## config.mk

```make
export PLATFORM = sky130hd
export DESIGN_NAME = wash_cycle_ctrl
export DESIGN_NICKNAME = d
export VERILOG_FILES = /design/src/rtl/wash_cycle_ctrl.sv
export SDC_FILE = /design/constraint.sdc
export NUM_CORES = 1
export LEC_CHECK = 0
export BUFFER_PORTS_ARGS = -buffer_cell sky130_fd_sc_hd__buf_2
export CAP_MARGIN = 20
export CORE_MARGIN = 10
export CORE_UTILIZATION = 50
export CTS_CLUSTER_SIZE = 14
export DETAILED_ROUTE_END_ITERATION = 7
export PLACE_DENSITY = 0.74
export SYNTH_ARGS = -nofsm -noshare
export SYNTH_HDL_FRONTEND = slang
export SYNTH_SLANG_ARGS = --single-unit
```

## constraint.sdc

```tcl
create_clock -name clk -period 3.34 [get_ports clk]
set_clock_uncertainty 0.05 [all_clocks]
set_input_delay 0.668 -clock clk [delete_from_list [all_inputs] [get_ports clk]]
set_output_delay 0.668 -clock clk [all_outputs]
set_load 0.05 [all_outputs]
```

## src/rtl/wash_cycle_ctrl.sv

```systemverilog
// Washing-machine programme sequencer.
// Runs FILL -> (WASH -> RINSE) x N -> SPIN -> optional DRY, or a STEAM-only
// programme. Every phase lasts a fixed number of time ticks. A prescaler
// derives the tick from clk. Pause freezes all timing. Abort diverts any
// running phase into DRAIN.
module wash_cycle_ctrl #(
   parameter int CNT_W    = 8,
   parameter int TICK_DIV = 1,
   parameter int T_FILL   = 10,
   parameter int T_WASH   = 50,
   parameter int T_RINSE  = 50,
   parameter int T_SPIN   = 20,
   parameter int T_DRY    = 60,
   parameter int T_STEAM  = 60,
   parameter int T_DRAIN  = 15,
   parameter int MAX_WASH = 3
) (
   input  logic             clk,
   input  logic             rst_n,
   input  logic             start,
   input  logic [1:0]       wash_count,
   input  logic             dry_en,
   input  logic             steam_mode,
   input  logic             pause,
   input  logic             abort,
   output logic             busy,
   output logic             done,
   output logic             aborted,
   output logic [2:0]       phase,
   output logic [CNT_W-1:0] remaining,
   output logic [1:0]       wash_idx,
   output logic             paused
);

   typedef enum logic [2:0] {
      IDLE  = 3'd0,
      FILL  = 3'd1,
      WASH  = 3'd2,
      RINSE = 3'd3,
      SPIN  = 3'd4,
      DRY   = 3'd5,
      STEAM = 3'd6,
      DRAIN = 3'd7
   } state_t;

   localparam int PW = (TICK_DIV > 1) ? $clog2(TICK_DIV) : 1;
   localparam logic [PW-1:0] DIV_M1 = PW'(TICK_DIV - 1);

   localparam logic [CNT_W-1:0] R_FILL  = CNT_W'(T_FILL - 1);
   localparam logic [CNT_W-1:0] R_WASH  = CNT_W'(T_WASH - 1);
   localparam logic [CNT_W-1:0] R_RINSE = CNT_W'(T_RINSE - 1);
   localparam logic [CNT_W-1:0] R_SPIN  = CNT_W'(T_SPIN - 1);
   localparam logic [CNT_W-1:0] R_DRY   = CNT_W'(T_DRY - 1);
   localparam logic [CNT_W-1:0] R_STEAM = CNT_W'(T_STEAM - 1);
   localparam logic [CNT_W-1:0] R_DRAIN = CNT_W'(T_DRAIN - 1);
   localparam logic [1:0]       MAX_M   = 2'(MAX_WASH);

   state_t          state;
   logic [PW-1:0]   presc;
   logic [1:0]      cfg_washes;
   logic            cfg_dry;
   logic            tick;

   // Requested pass count forced into 1..MAX_WASH (0 means a single pass).
   function automatic logic [1:0] clamp_washes(input logic [1:0] wc);
      logic [1:0] r;
      r = wc;
      if (wc == 2'd0)
         r = 2'd1;
      else if (wc > MAX_M)
         r = MAX_M;
      return r;
   endfunction

   // The tick fires when the prescaler reaches its last count and pause is low.
   assign tick = !pause && (presc == DIV_M1);

   // Status outputs follow directly from the state register.
   assign busy   = (state != IDLE);
   assign paused = pause && busy;
   assign phase  = state;

   // This block holds the programme sequencer, the phase countdown, the prescaler and the completion pulses.
   always_ff @(posedge clk or negedge rst_n) begin
      if (!rst_n) begin
         state      <= IDLE;
         remaining  <= '0;
         presc      <= '0;
         wash_idx   <= 2'd0;
         cfg_washes <= 2'd0;
         cfg_dry    <= 1'b0;
         done       <= 1'b0;
         aborted    <= 1'b0;
      end else begin
         done    <= 1'b0;
         aborted <= 1'b0;
         case (state)
            IDLE: begin
               presc     <= '0;
               remaining <= '0;
               wash_idx  <= 2'd0;
               if (start) begin
                  cfg_washes <= clamp_washes(wash_count);
                  cfg_dry    <= dry_en;
                  // A steam programme is carried by the STEAM state itself,
                  // so the mode needs no separate register.
                  if (steam_mode) begin
                     state     <= STEAM;
                     remaining <= R_STEAM;
                  end else begin
                     state     <= FILL;
                     remaining <= R_FILL;
                  end
               end
            end

            DRAIN: begin
               if (!pause) begin
                  if (tick) begin
                     presc <= '0;
                     if (remaining != '0) begin
                        remaining <= remaining - 1'b1;
                     end else begin
                        state     <= IDLE;
                        aborted   <= 1'b1;
                        remaining <= '0;
                        wash_idx  <= 2'd0;
                     end
                  end else begin
                     presc <= presc + 1'b1;
                  end
               end
            end

            FILL, WASH, RINSE, SPIN, DRY, STEAM: begin
               if (abort) begin
                  state     <= DRAIN;
                  remaining <= R_DRAIN;
                  presc     <= '0;
               end else if (!pause) begin
                  if (tick) begin
                     presc <= '0;
                     if (remaining != '0) begin
                        remaining <= remaining - 1'b1;
                     end else begin
                        case (state)
                           FILL: begin
                              state     <= WASH;
                              remaining <= R_WASH;
                           end
                           WASH: begin
                              state     <= RINSE;
                              remaining <= R_RINSE;
                              wash_idx  <= wash_idx + 2'd1;
                           end
                           RINSE: begin
                              if (wash_idx < cfg_washes) begin
                                 state     <= WASH;
                                 remaining <= R_WASH;
                              end else begin
                                 state     <= SPIN;
                                 remaining <= R_SPIN;
                              end
                           end
                           SPIN: begin
                              if (cfg_dry) begin
                                 state     <= DRY;
                                 remaining <= R_DRY;
                              end else begin
                                 state     <= IDLE;
                                 done      <= 1'b1;
                                 remaining <= '0;
                                 wash_idx  <= 2'd0;
                              end
                           end
                           default: begin
                              state     <= IDLE;
                              done      <= 1'b1;
                              remaining <= '0;
                              wash_idx  <= 2'd0;
                           end
                        endcase
                     end
                  end else begin
                     presc <= presc + 1'b1;
                  end
               end
            end

            default: begin
               state     <= IDLE;
               remaining <= '0;
               presc     <= '0;
               wash_idx  <= 2'd0;
            end
         endcase
      end
   end

endmodule

```

==> qor.csv <==
metric,value,unit
grt_remaining_overflow,0,
final-max-slew-violation-count,0,
fin_setup_tns,0,ns
area_growth,13.5,%
r2r_setup_slack,0.95,ns
setup_viol,0,
switchingPower,742,uW
die_h,69.3,um
hold_class,in -> async,
antenna_cells,0,
hold_ws,0.239,ns
cts_htree_levels,1,
synth_fp_nets,148,
p_sw_share,54.7,%
multi_input_area,683,sq um
pwr-share-comb,58.1,%
async_flop_share,100,%
period_share,78.9,%
pwr_density_cell,984,nW/um^2
worstSetupStartpoint,phase[0]$_DFFE_PN0P_,
finalCriticalPeriod,2.63,ns
place_hpwl,2530,um
maxCapViolations,0,
worst_path_max_delay_cell,dfrtp_1,
place_inst,184,
start_util,53.9,%
cts_tree,done,
syn_area_per_cell,8.94,sq um
crit_chain,nor3_1 -> buf_4 -> clkinv_1 -> and2_1 -> buf_2,
r2r-end,phase[0]$_DFFE_PN0P_,
use_met2,23.5,%
fmax,380,MHz
worst_ep_required_time,2.62,ns
worst_ep_arrival_time,1.92,ns
synth_warnings,0,
cts_hold_buf,0,
drt-total-wl,3320,um
clk_latency,0.30,ns
ys_dominant_reg_cell,dfrtp_1,
syn-cell-area,1220,sq um
p_int,616,uW
port_buffers,25,
hold_viol_final,0,
seqCellArea,475,sq um
r2r_cells,4,
drt_pass1_iterations,4,
final_util,61.2,%
antenna_found_initial,0,
cts.path.max_buffers,2,
clock_sinks,19,
clkPwrFrac,8.8,%
cts-root-buf,clkbuf_4,
grt_pass1_vias,1236,
place.gp.congestion,0.919,
p_leak,0.000633,uW
fill_cells,222,
core_area,2250,sq um
ys_seq_area_share,39.1,%
die_area,4810,sq um
wire_per_inst,17.6,um
grt_pass1_wl,5830,um
final_cell_mix,"25 x buf_2, 19 x dfrtp_1, 15 x o21ai_0",
drtAntennaViolNets,0,
grt_max_degree,20,
rsz0062_at_grt,false,
fp-row-count,17,
grt_busiest_layer,met2,
drtIter0Drc,58,
critPathMaxStageDelay,0.55,ns
cts_setup_buffers,0,
numCtsBuffers,3,
critPathMaxFanout,14,
worstReg2RegStart,remaining[3]$_DFFE_PN0P_,
ys_seq_elements,19,
drc,0,
peakVddDrop,652,uV
synth_edf_count,0,
worstMarginPinSlew,0.648,ns
vias,1172,
ys_types,45,
gr-usage-met3,3.85,%
ios,26,
final_common_cell,buf_2,
drive_gt1_share,24.4,%
fin_cells,188,
worstSetupPathType,reg -> out,
avgViaCountPerCell,6.23,
p_seq_share,33.1,%
end_kind,output port,
grt.met1_usage,16.5,%
place_area,1350,sq um
finalInstanceArea,1380,sq um
die_x,69.3,um
maxSlewHeadroom,56.6,%
cp-start-kind,register,
track_usage,14.0,%
syn_inst,136,
post_cts_resize_count,0,
clk_pin_slew,0.11,ns
fin_nets,173,
outcome,"finished, final reports clean",
==> layout make-up <==
cell class / instances / area share [%]
clock buffer: 3 / 1.63
inverter: 7 / 1.90
timing repair buffer: 26 / 9.61
tap: 28 / 2.54
clock inverter: 1 / 0.363
sequential: 19 / 34.5
multi-input combinational: 104 / 49.5
==> power groups by stage <==
stage               Sequential, uW  Clock, uW  Combinational, uW
floorplan                      601          0                433
global placement               442          0                778
CTS                            444        123                792
detailed placement             448          0                788
global route                   465        136                862
finish                         449        119                789
==> per-layer routing <==
metal / up-vias / part of all wire [%]
li1: 559 / -
met1: 561 / 44
met2: 46 / 47
met3: 6 / 6.9
met4: 0 / 1.4
met5: - / 0
==> worst max-delay path, delay by kind of cell (launching register included) <==
family	cells	cell delay, ns
and+or+nand+nor	2	0.44
buffers and inverters	3	0.63
DFF	1	0.55
==> flip-flops by register name, summed over array words and instances, names as in the netlist <==
name,cells
remaining,8
phase,3
cfg_washes,2
wash_idx,2
aborted,1
cfg_dry,1
done,1
presc,1
==> worst max path at each step <==
stage | end | slack, ns | cells past startpoint
6_report | paused | 0.71 | 5
5_1_grt | paused | 0.53 | 5
4_1_cts | paused | 0.72 | 5
3_5_place_dp | phase[0]$_DFFE_PN0P_ | 0.93 | 5
3_3_place_gp | phase[0]$_DFFE_PN0P_ | 0.97 | 5
2_1_floorplan | paused | 0.16 | 4
==> cell families (layout without fill, tap and decap cells) <==
kind of cell	count (synthesis)	count (layout)	synth area share (%)
AOI/OAI and AO/OA	46	46	24.8
DFF	19	19	39.1
and+or+nand+nor	47	47	21.2
muxes	5	5	4.94
buffers and inverters	13	37	4.73
adders and majority gates	3	3	3.09
xor gates and xnor gates	3	3	2.16
==> cells in the mapped netlist (2+ instances only) <==
| master | number | area (sq um) |
|---|---|---|
| nor2b_1 | 2 | 12.5 |
| nor4b_1 | 3 | 26.3 |
| nor3b_1 | 2 | 15.0 |
| nand2b_1 | 2 | 12.5 |
| or4_1 | 3 | 22.5 |
| a2bb2oi_1 | 2 | 17.5 |
| ha_1 | 3 | 37.5 |
| xor2_1 | 2 | 17.5 |
| a31oi_1 | 3 | 18.8 |
| dfrtp_1 | 19 | 475 |
| nand3_1 | 4 | 20.0 |
| nor3_1 | 6 | 30.0 |
| inv_1 | 6 | 22.5 |
| a21o_1 | 2 | 15.0 |
| nand2_1 | 6 | 22.5 |
| o21ai_0 | 15 | 75.1 |
| a221o_1 | 2 | 20.0 |
| nor4_1 | 2 | 12.5 |
| nor2_1 | 11 | 41.3 |
| clkbuf_1 | 4 | 15.0 |
| and3_1 | 2 | 12.5 |
| a21oi_1 | 9 | 45.0 |
| mux2_2 | 4 | 45.0 |
==> per-stage QoR <==
stage                     total power [uW]  setup slack [ns]
final                                 1360             0.706
after floorplan                       1030             0.158
after CTS                             1360             0.718
after global placement                1220             0.969
after detailed placement              1240             0.928
after global routing                  1460             0.532
Power figures use the tool's default switching activity.
